<file path="src/rtl/count_trk_pkg.sv">
// rtl/count_trk_pkg.sv - shared types for the counter event tracker
package count_trk_pkg;
    localparam int CNT_W = 4;

    typedef enum logic [1:0] {
        EVT_LOAD    = 2'd0,
        EVT_WRAP_UP = 2'd1,
        EVT_WRAP_DN = 2'd2,
        EVT_ILLEGAL = 2'd3
    } evt_t;

    typedef struct packed {
        evt_t             typ;
        logic [CNT_W-1:0] val;
    } evt_rec_t;
endpackage

</file>
<file path="src/rtl/count_event_tracker_if.sv">
// rtl/count_event_tracker_if.sv - event record valid/ready stream
interface count_event_tracker_if #(
    parameter int TS_W = 16
);
    import count_trk_pkg::*;

    logic             evt_valid;
    logic             evt_ready;
    evt_t             evt_type;
    logic [CNT_W-1:0] evt_value;
    logic [TS_W-1:0]  evt_ts;

    modport master (output evt_valid, evt_type, evt_value, evt_ts, input evt_ready);
    modport slave  (input evt_valid, evt_type, evt_value, evt_ts, output evt_ready);
endinterface

</file>
<file path="src/rtl/count_trk_fifo.sv">
// rtl/count_trk_fifo.sv - synchronous FIFO; a full FIFO accepts a push when it is also popped
module count_trk_fifo #(
    parameter int DEPTH = 4,
    parameter int WIDTH = 8
) (
    input  logic             clk,
    input  logic             reset,
    input  logic             push,
    input  logic [WIDTH-1:0] wdata,
    input  logic             pop,
    output logic [WIDTH-1:0] rdata,
    output logic             empty,
    output logic             full
);
    localparam int AW = $clog2(DEPTH);
    localparam logic [AW:0] PTR_ONE = 1;

    logic [WIDTH-1:0] mem [DEPTH];
    logic [AW:0]      wr_ptr;
    logic [AW:0]      rd_ptr;
    logic             do_push;
    logic             do_pop;

    assign empty   = (wr_ptr == rd_ptr);
    assign full    = (wr_ptr[AW] != rd_ptr[AW]) && (wr_ptr[AW-1:0] == rd_ptr[AW-1:0]);
    assign do_pop  = pop && !empty;
    assign do_push = push && (!full || do_pop);
    assign rdata   = mem[rd_ptr[AW-1:0]];

    always_ff @(posedge clk) begin
        if (reset) begin
            wr_ptr <= '0;
            rd_ptr <= '0;
        end else begin
            if (do_push) wr_ptr <= wr_ptr + PTR_ONE;
            if (do_pop)  rd_ptr <= rd_ptr + PTR_ONE;
        end
    end

    always_ff @(posedge clk) begin
        if (do_push && !reset) mem[wr_ptr[AW-1:0]] <= wdata;
    end
endmodule

</file>
<file path="src/rtl/count_event_tracker.sv">
// rtl/count_event_tracker.sv - checks each counter step, extends the count, queues events
module count_event_tracker
    import count_trk_pkg::*;
#(
    parameter int EXT_W = 8,
    parameter int DEPTH = 4,
    parameter int TS_W  = 16
) (
    input  logic                   clk,
    input  logic                   reset,
    input  logic                   cnt_load,
    input  logic                   cnt_ud,
    input  logic [CNT_W-1:0]       cnt_data_in,
    input  logic [CNT_W-1:0]       cnt_data_out,
    output logic [EXT_W+CNT_W-1:0] ext_count,
    count_event_tracker_if.master  evt,
    output logic                   err_sticky,
    output logic                   ovf_sticky,
    output logic [7:0]             drop_cnt
);
    localparam int REC_W = $bits(evt_rec_t);
    localparam int FIFO_W = REC_W + TS_W;
    localparam logic [EXT_W-1:0] EXT_ONE = 1;
    localparam logic [TS_W-1:0]  TS_ONE  = 1;

    logic [CNT_W-1:0] cnt_q;
    logic [CNT_W-1:0] din_q;
    logic             load_q;
    logic             ud_q;
    logic             prev_valid;
    logic [EXT_W-1:0] ext_q;
    logic [EXT_W-1:0] ext_nxt;
    logic [TS_W-1:0]  ts;

    logic [CNT_W-1:0] step_up;
    logic [CNT_W-1:0] step_dn;
    logic             push;
    evt_rec_t         rec;

    logic [FIFO_W-1:0] head;
    evt_rec_t          head_rec;
    logic              empty;
    logic              full;
    logic              drop;

    assign step_up = cnt_q + 4'd1;
    assign step_dn = cnt_q - 4'd1;

    // Load outranks direction; a step that matches neither rule is ILLEGAL.
    always_comb begin
        push    = 1'b0;
        rec     = '{typ: EVT_LOAD, val: cnt_data_out};
        ext_nxt = ext_q;
        if (prev_valid) begin
            if (load_q) begin
                push = 1'b1;
                if (cnt_data_out == din_q) begin
                    rec.typ = EVT_LOAD;
                    ext_nxt = '0;
                end else begin
                    rec.typ = EVT_ILLEGAL;
                end
            end else if (ud_q) begin
                if (cnt_data_out != step_up) begin
                    push    = 1'b1;
                    rec.typ = EVT_ILLEGAL;
                end else if (cnt_q == 4'hF) begin
                    push    = 1'b1;
                    rec.typ = EVT_WRAP_UP;
                    ext_nxt = ext_q + EXT_ONE;
                end
            end else begin
                if (cnt_data_out != step_dn) begin
                    push    = 1'b1;
                    rec.typ = EVT_ILLEGAL;
                end else if (cnt_q == 4'h0) begin
                    push    = 1'b1;
                    rec.typ = EVT_WRAP_DN;
                    ext_nxt = ext_q - EXT_ONE;
                end
            end
        end
    end

    // A full FIFO still accepts the push when the consumer takes the head this cycle.
    assign drop = push && full && !evt.evt_ready;

    always_ff @(posedge clk) begin
        if (reset) begin
            cnt_q      <= '0;
            din_q      <= '0;
            load_q     <= 1'b0;
            ud_q       <= 1'b0;
            prev_valid <= 1'b0;
            ext_q      <= '0;
            ts         <= '0;
            err_sticky <= 1'b0;
            ovf_sticky <= 1'b0;
            drop_cnt   <= '0;
        end else begin
            cnt_q      <= cnt_data_out;
            din_q      <= cnt_data_in;
            load_q     <= cnt_load;
            ud_q       <= cnt_ud;
            prev_valid <= 1'b1;
            ext_q      <= prev_valid ? ext_nxt : '0;
            ts         <= ts + TS_ONE;
            if (push && rec.typ == EVT_ILLEGAL) err_sticky <= 1'b1;
            if (drop) begin
                ovf_sticky <= 1'b1;
                if (drop_cnt != 8'hFF) drop_cnt <= drop_cnt + 8'd1;
            end
        end
    end

    count_trk_fifo #(
        .DEPTH (DEPTH),
        .WIDTH (FIFO_W)
    ) u_fifo (
        .clk   (clk),
        .reset (reset),
        .push  (push),
        .wdata ({rec, ts}),
        .pop   (evt.evt_ready),
        .rdata (head),
        .empty (empty),
        .full  (full)
    );

    assign head_rec      = evt_rec_t'(head[FIFO_W-1:TS_W]);
    assign ext_count     = {ext_q, cnt_q};
    assign evt.evt_valid = !empty;
    assign evt.evt_type  = empty ? EVT_LOAD : head_rec.typ;
    assign evt.evt_value = empty ? '0 : head_rec.val;
    assign evt.evt_ts    = empty ? '0 : head[TS_W-1:0];
endmodule

</file>
<file path="src/flat_wrapper.sv">
// flat-port wrapper written by rule: the top's interface ports become plain ports
module count_event_tracker_flat import count_trk_pkg::*;
#(
    parameter int EXT_W = 8,
    parameter int DEPTH = 4,
    parameter int TS_W  = 16
)
  (clk, reset, cnt_load, cnt_ud, cnt_data_in, cnt_data_out, ext_count, err_sticky, ovf_sticky, drop_cnt, evt_evt_valid, evt_evt_type, evt_evt_value, evt_evt_ts, evt_evt_ready);
  count_event_tracker_if #(.TS_W(TS_W)) evt_i ();
  input  logic clk;
  input  logic reset;
  input  logic cnt_load;
  input  logic cnt_ud;
  input  logic [CNT_W-1:0] cnt_data_in;
  input  logic [CNT_W-1:0] cnt_data_out;
  output logic [EXT_W+CNT_W-1:0] ext_count;
  output logic err_sticky;
  output logic ovf_sticky;
  output logic [7:0] drop_cnt;
  output wire logic [$bits(evt_i.evt_valid)-1:0] evt_evt_valid;
  output wire logic [$bits(evt_i.evt_type)-1:0] evt_evt_type;
  output wire logic [$bits(evt_i.evt_value)-1:0] evt_evt_value;
  output wire logic [$bits(evt_i.evt_ts)-1:0] evt_evt_ts;
  input wire logic [$bits(evt_i.evt_ready)-1:0] evt_evt_ready;
  assign evt_evt_valid = evt_i.evt_valid;
  assign evt_evt_type = evt_i.evt_type;
  assign evt_evt_value = evt_i.evt_value;
  assign evt_evt_ts = evt_i.evt_ts;
  assign evt_i.evt_ready = evt_evt_ready;
  count_event_tracker #(.EXT_W(EXT_W), .DEPTH(DEPTH), .TS_W(TS_W)) u_core (.clk(clk), .reset(reset), .cnt_load(cnt_load), .cnt_ud(cnt_ud), .cnt_data_in(cnt_data_in), .cnt_data_out(cnt_data_out), .ext_count(ext_count), .evt(evt_i), .err_sticky(err_sticky), .ovf_sticky(ovf_sticky), .drop_cnt(drop_cnt));
endmodule
</file>
<file path="config.mk">
export PLATFORM = sky130hd
export DESIGN_NAME = count_event_tracker_flat
export DESIGN_NICKNAME = d
export VERILOG_FILES = /design/src/rtl/count_trk_pkg.sv /design/src/rtl/count_event_tracker_if.sv /design/src/rtl/count_trk_fifo.sv /design/src/rtl/count_event_tracker.sv /design/src/flat_wrapper.sv
export SDC_FILE = /design/constraint.sdc
export NUM_CORES = 1
export LEC_CHECK = 0
export CORE_MARGIN = 3
export CORE_UTILIZATION = 46
export CTS_CLUSTER_DIAMETER = 30
export DETAILED_ROUTE_END_ITERATION = 8
export DONT_BUFFER_PORTS = 1
export HOLD_SLACK_MARGIN = 0.15
export PLACE_DENSITY = 0.61
export REMOVE_ABC_BUFFERS = 1
export SETUP_SLACK_MARGIN = 0.5
export SKIP_CTS_REPAIR_TIMING = 1
export SLEW_MARGIN = 20
export SYNTH_ARGS = -nofsm -noshare
export SYNTH_HDL_FRONTEND = slang
export SYNTH_SLANG_ARGS = --single-unit
</file>
<file path="constraint.sdc">
create_clock -name clk -period 3.6 [get_ports clk]
set_clock_uncertainty 0.1 [all_clocks]
set_input_delay 0 -clock clk [delete_from_list [all_inputs] [get_ports clk]]
set_output_delay 0 -clock clk [all_outputs]
set_load 0.02 [all_outputs]
</file>
Word level (Yosys, flattened, before mapping)
Memories as Yosys holds them, arrays and structs flattened. A register that Yosys moved wholly into a read port is not among the register bits.
Cells that the tools add are included.

word-level totals
  register bits = 51
  memory bits (writable) = 88
  input bits = 13
  output and inout port bits = 45
  word-level logic and storage cells = 82
  memories = 1

memory list
  name               depth  bits a word  rd ports  clocked after Yosys merged registers in  wr ports  line                  text
  u_core.u_fifo.mem  4      22           1         1                                        1         count_trk_fifo.sv:18  logic [WIDTH-1:0] mem [DEPTH];

operators by class
  $add $sub $neg = 8
  eq/ne operators = 13
  multiplexer cells = 30
  bitwise operators = 1
  reduce and logical (&&, ||, !) cells = 17

operators by type and width
  operator                 number
  $mux W8                  7
  $mux W2                  10
  $add A16 B1 Y16 const B  1
  $add A8 B1 Y8 const B    2
  $mux W16                 1
  $mux W1                  11
  $ne A4 B4 Y1             2
  $ne A8 B8 Y1 const B     1
  $sub A8 B1 Y8 const B    1
  $logic_and A1 B1 Y1      7
  $add A3 B1 Y3 const B    2
  $ne A3 B2 Y1 const B     2
  $reduce_and A5 Y1        1
  $add A4 B1 Y4 const B    1
  $eq A4 B4 Y1             1
  $eq A4 B4 Y1 const B     1
  $logic_not A1 Y1         4
  $logic_not A4 Y1         1
  $mux W4                  1
  $sub A4 B1 Y4 const B    1
  $eq A3 B3 Y1             1
  $ne A3 B1 Y1 const B     1
  $reduce_bool A3 Y1       1
  $eq A2 B2 Y1             1
  other kinds (7)          7

Logic depth before layout (Yosys ltp)
  depth in word-level cells = 10
  depth in mapped cells = 9
  gate-level depth less buffers = 8

Cells and area by module
From an unflattened synthesis, not the netlist that was laid out.

unflattened totals
  cells, all modules = 460
  area, all modules = 6182.2 sq um

by module, submodules not included
  module               instances  cells an instance  area an instance (sq um)  seq. area each (sq um)
  count_trk_fifo       1          174                3723.6                    2802.7
  count_event_tracker  1          286                2458.6                    900.9

Least setup slack after synthesis
Ideal clock, no wire load.

  path kind = register to register
  start point = reg u_core.cnt_q[0]
  end point = mem u_core.u_fifo.mem[3][0] (netlist bit), enable pin
  arrival time = 2.453 ns
  required time = 3.119 ns
  slack = 0.667 ns
  cell stages (with the launch flop) = 10
  buffers on the path = 1
  clock period less this slack = 2.933 ns
  path through = dfxtp_1 -> inv_1 -> ha_1 -> xor2_1 -> nand2b_1 -> or3_1 -> a21oi_4 -> buf_6 -> nor3_1 -> and2_1

on the way
  word-level cells in the longest chain between the ends = 10
  elaborated cells on any way between the ends = 17

ends and longest elaborated chain
  what                                   line                                                  text
  start, declared                        count_event_tracker.sv:26                             logic [CNT_W-1:0] cnt_q;
  start signal, assigned                 count_event_tracker.sv:101                            cnt_q <= cnt_data_out;
  $sub A4 B1 Y4 (tied with other cells)  count_event_tracker.sv:47                             assign step_dn = cnt_q - 4'd1;
  $ne A4 B4 Y1 (tied with other cells)   count_event_tracker.sv:73                             if (cnt_data_out != step_dn) begin
  $mux W1, on equally long branches      count_event_tracker.sv:73, count_event_tracker.sv:64
  $mux W1 (*)                            count_event_tracker.sv:63                             end else if (ud_q) begin
  $mux W1 (*)                            count_event_tracker.sv:55                             if (load_q) begin
  $mux W1 (*)                            count_event_tracker.sv:54                             if (prev_valid) begin
  $logic_and A1 B1 Y1 (*)                count_trk_fifo.sv:27                                  assign do_push = push && (!full || do_pop);
  $logic_and A1 B1 Y1 (*)                count_trk_fifo.sv:41                                  if (do_push && !reset) mem[wr_ptr[AW-1:0]] <= wdata;
  $mux W1 (*)                            count_trk_fifo.sv:41
  $mux W1 (not written as such) (*)      count_trk_fifo.sv:41
  end, declared                          count_trk_fifo.sv:18

Every way passes the cells marked *; elsewhere a longest branch is shown, timed or not.

Worst setup path in the final report
  start point = reg u_core.cnt_q[0]
  end point = mem u_core.u_fifo.mem[0][2] (netlist bit), enable pin

Same word-level chain as after synthesis.

==> insert_results.sql <==
INSERT INTO impl_metrics (metric_group, metric, value, unit) VALUES
('global_route', 'antenna_found_initial', '0', ''),
('cells_and_area', 'final_core_utilization', '55.30', '%'),
('global_route', 'wire_length_of_the_first_global_routing_pass', '17.80', 'mm'),
('floorplan', 'ios', '58', ''),
('synthesis', 'synth_edf_count', '88', ''),
('sta', 'timing_worst_slew_pin_value', '0.5774', 'ns'),
('global_route', 'globalRouteOverflowTotal', '0', ''),
('cells_and_area', 'diodes', '0', ''),
('sta', 'rsz0062_at_grt', 'no', ''),
('sta', 'setup_violating_endpoint_count_in_the_final_report', '0', ''),
('clocking', 'root_buffer', 'clkbuf_16', ''),
('synthesis', 'synth.yosys.seq_area_share', '60.64', '%'),
('synthesis', 'synth_seq_cells', '141', ''),
('routing', 'dr.pass1.iters', '4', ''),
('cells_and_area', 'layout_commonest_cell', 'edfxtp_1', ''),
('global_route', 'globalRouteTotalUtil', '15.92', '%'),
('setup_path', 'cp_max_fo', '22', ''),
('synthesis', 'synthesis.area_per_instance', '13.72', 'sq um'),
('outcome', 'run_status', 'finished, final reports clean', ''),
('clocking', 'cts_max_path_buffers', '2', ''),
('setup_path', 'crit_path_top_delay_cell', 'dfxtp_2', ''),
('placed_design', 'detailed_place_hpwl', '7.097', 'mm'),
('placed_design', 'port_buffers', '0', ''),
('synthesis', 'dominant_register_cell_in_the_synthesized_netlist', 'edfxtp_1', ''),
('clocking', 'cts_inserted_buffers', '17', ''),
('synthesis', 'synthesis.instances', '445', ''),
('worst_hold_path', 'holdCritPathClass', 'in -> reg', ''),
('synthesis', 'yosysWarnings', '0', ''),
('setup_path', 'data_required_time_of_the_critical_path', '3.63', 'ns'),
('clocking', 'clk_pin_slew_worst_paths', '0.05', 'ns'),
('floorplan', 'core', '12820', 'sq um'),
('sta', 'max_slew_margin', '61.51', '%'),
('synthesis', 'synth.cell_area', '6107', 'sq um'),
('sta', 'final-max-slew-violation-count', '0', ''),
('flow_run', 'timing.max_cap.violations', '0', ''),
('routing', 'route.detailed.drc', '0', ''),
('sta', 'hold_viol', '0', ''),
('clocking', 'clk_latency', '0.41', 'ns'),
('setup_path', 'path_cells', 'inv_1, ha_1, xor3_1, or3_1, or3_4, a21oi_4, nor3_1, and2_1, buf_4', ''),
('setup_path', 'r2r_setup_slack', '0.70', 'ns'),
('routing', 'drt-initial-drc-count', '254', ''),
('global_route', 'first_global_vias', '3501', ''),
('clocking', 'tritoncts_clock_tree', 'yes', ''),
('cells_and_area', 'fillers', '1078', ''),
('setup_path', 'crit_path_max_incr_delay', '0.44', 'ns'),
('global_route', 'grt_max_degree', '49', ''),
('sta', 'tns', '0', 'ns'),
('power_and_ir_drop', 'vdd.ir_drop.worst', '0.0002101', 'V'),
('synthesis', 'yosys.cell_types.count', '55', ''),
('floorplan', 'die-area', '14690', 'sq um'),
('routing', 'drtAntennaViolNets', '0', ''),
('cells_and_area', 'nNetsFinal', '504', ''),
('floorplan', 'die_x', '121.2', 'um'),
('cells_and_area', 'drive_above_1_share', '13.52', '%'),
('global_route', 'globalRouteMet2Util', '26.47', '%'),
('placed_design', 'placer_congestion_estimate', '0.7843', ''),
('cells_and_area', 'leading_cell_types_in_the_layout_fill_and_taps_excluded', '88 x edfxtp_1, 49 x dfxtp_1, 36 x nor2_1, 26 x and2_1, 22 x mux4_2', ''),
('global_route', 'groute.layer.met1.usage', '19.05', '%'),
('synthesis', 'asyncSetResetFlopFracSynth', '0', '%'),
('floorplan', 'initial_utilization', '47.62', '%'),
('sta', 'max_freq', '344.4', 'MHz'),
('setup_path', 'worst-setup-path-type', 'reg -> reg', ''),
('clocking', 'htree_levels', '4', ''),
('cells_and_area', 'area_growth_syn_to_layout', '16.12', '%'),
('power_and_ir_drop', 'power.density_cell_area', '580.5', 'nW/um^2'),
('routing', 'vias_per_cell', '5.267', ''),
('setup_path', 'cp-end-kind', 'register', ''),
('routing', 'avgRoutedWirePerCell', '17.16', 'um'),
('setup_path', 'worst_setup_path_start_kind', 'register', ''),
('floorplan', 'core.rowCount', '41', ''),
('power_and_ir_drop', 'leak', '2.535', 'nW'),
('setup_path', 'worstPathArrival', '2.93', 'ns'),
('sta', 'final_clock_period_utilization_by_the_worst_path', '80.66', '%'),
('global_route', 'globalRouteMet3Util', '6.154', '%'),
('global_route', 'grt-busiest-layer', 'met2', ''),
('sta', 'period_needed', '2.904', 'ns'),
('floorplan', 'dieHeight', '121.2', 'um'),
('clocking', 'cts_num_sinks', '141', ''),
('routing', 'via_count', '3476', ''),
('routing', 'postRouteWirelength', '11.33', 'mm');
[cell usage after synthesis (2+ instances only)]
library cell	number	area (sq um)
dfxtp_1	53	1061
inv_1	10	37.54
o21ai_0	3	15.01
mux2_4	3	45.04
nand3_1	12	60.06
xor2_1	20	175.2
ha_1	15	187.7
xnor2_1	9	78.83
nor3b_1	3	22.52
and2_1	26	162.7
nor3_1	12	60.06
nor2b_1	21	131.4
mux2_2	2	22.52
nor2_1	36	135.1
and3_1	7	43.79
a21oi_1	6	30.03
nand4_1	6	37.54
mux2_1	3	33.78
mux4_2	22	495.5
o21a_1	4	30.03
mux2i_1	8	80.08
and4_1	2	17.52
buf_6	2	22.52
o31ai_1	2	15.01
clkbuf_1	10	37.54
edfxtp_1	88	2643
a41o_1	2	20.02
nor4_1	4	25.02
or3_1	6	37.54
nand2b_1	2	12.51
buf_1	4	15.01
nand2_1	19	71.32
[flip-flops by register name, indices dropped and copies added (netlist names), named ones only]
| signal | cells |
|---|---|
| u_core.err_sticky | 1 |
| u_core.ext_q | 8 |
| u_core.u_fifo.wr_ptr | 3 |
| u_core.din_q | 4 |
| u_core.prev_valid | 1 |
| u_core.u_fifo.rd_ptr | 3 |
| u_core.u_fifo.mem | 88 |
| u_core.ud_q | 1 |
| u_core.load_q | 1 |
| u_core.drop_cnt | 8 |
| u_core.ts | 16 |
| u_core.cnt_q | 4 |
| u_core.ovf_sticky | 1 |
[final timing paths]
path | from | to | depth (start not counted)
max | u_core.cnt_q[0] | u_core.u_fifo.mem[0][2] | 9
min | cnt_load | u_core.load_q | 2
max reg2reg | u_core.cnt_q[0] | u_core.u_fifo.mem[0][2] | 9
min reg2reg | u_core.ts[0] | u_core.ts[0] | 1
[logic make-up (layout without fill, tap and decap cells)]
kind of cell	count (synthesis)	count (layout)	synth area share [%]
adder cells (fa/ha/maj)	16	16	3.401
AND/OR/NAND/NOR	160	160	14.05
AO/OA/AOI/OAI	31	31	3.913
XOR/XNOR	31	31	4.917
buffers and inverters	28	71	1.987
multiplexers	38	38	11.08
flip-flops	141	141	60.64
[through the flow]
stage                     setup WS, ns  instances  area (sq um)  total power [W]  hold slack, ns
after floorplan                 0.7309        428          6027         0.002335        -0.03331
after global placement          0.6183        607          6295         0.002464        -0.02323
after detailed placement        0.5367        607          6295         0.002473        -0.01903
after CTS                       0.5305        639          6859         0.004141         -0.4572
after global routing            0.5538        660          7092         0.004293          0.1675
final                           0.6961        660          7092         0.004117          0.1523
[worst max-delay path, delay by kind of cell (launching register included)]
kind / cells / cell delay (ns)
buffers and inverters: 2 / 0.31
AO/OA/AOI/OAI: 1 / 0.32
XOR/XNOR: 1 / 0.22
adder cells (fa/ha/maj): 1 / 0.21
AND/OR/NAND/NOR: 4 / 1.01
flip-flops: 1 / 0.44
[where the power goes]
| part | switching (W) | internal [W] |
|---|---|---|
| clock | 0.000588 | 0.00107 |
| combinational | 0.000375 | 0.000256 |
| sequential | 0.0000579 | 0.00177 |
[final cells by class]
cell class / count / area (sq um) / area share, %
sequential: 141 / 3709 / 52.29
multi-input combinational: 276 / 2282 / 32.18
clock inverter: 11 / 123.9 / 1.747
clock buffer: 21 / 440.4 / 6.210
timing repair buffer: 28 / 280.3 / 3.952
inverter: 11 / 41.29 / 0.5822
tap: 172 / 215.2 / 3.035
[metal layers]
metal | vias up | part of all wire [%]
met5 | - | 0
met4 | 0 | 1.2
met3 | 13 | 4.9
met2 | 57 | 50
met1 | 1692 | 44
li1 | 1714 | -
Note: power is estimated with default switching activity, not from simulation.
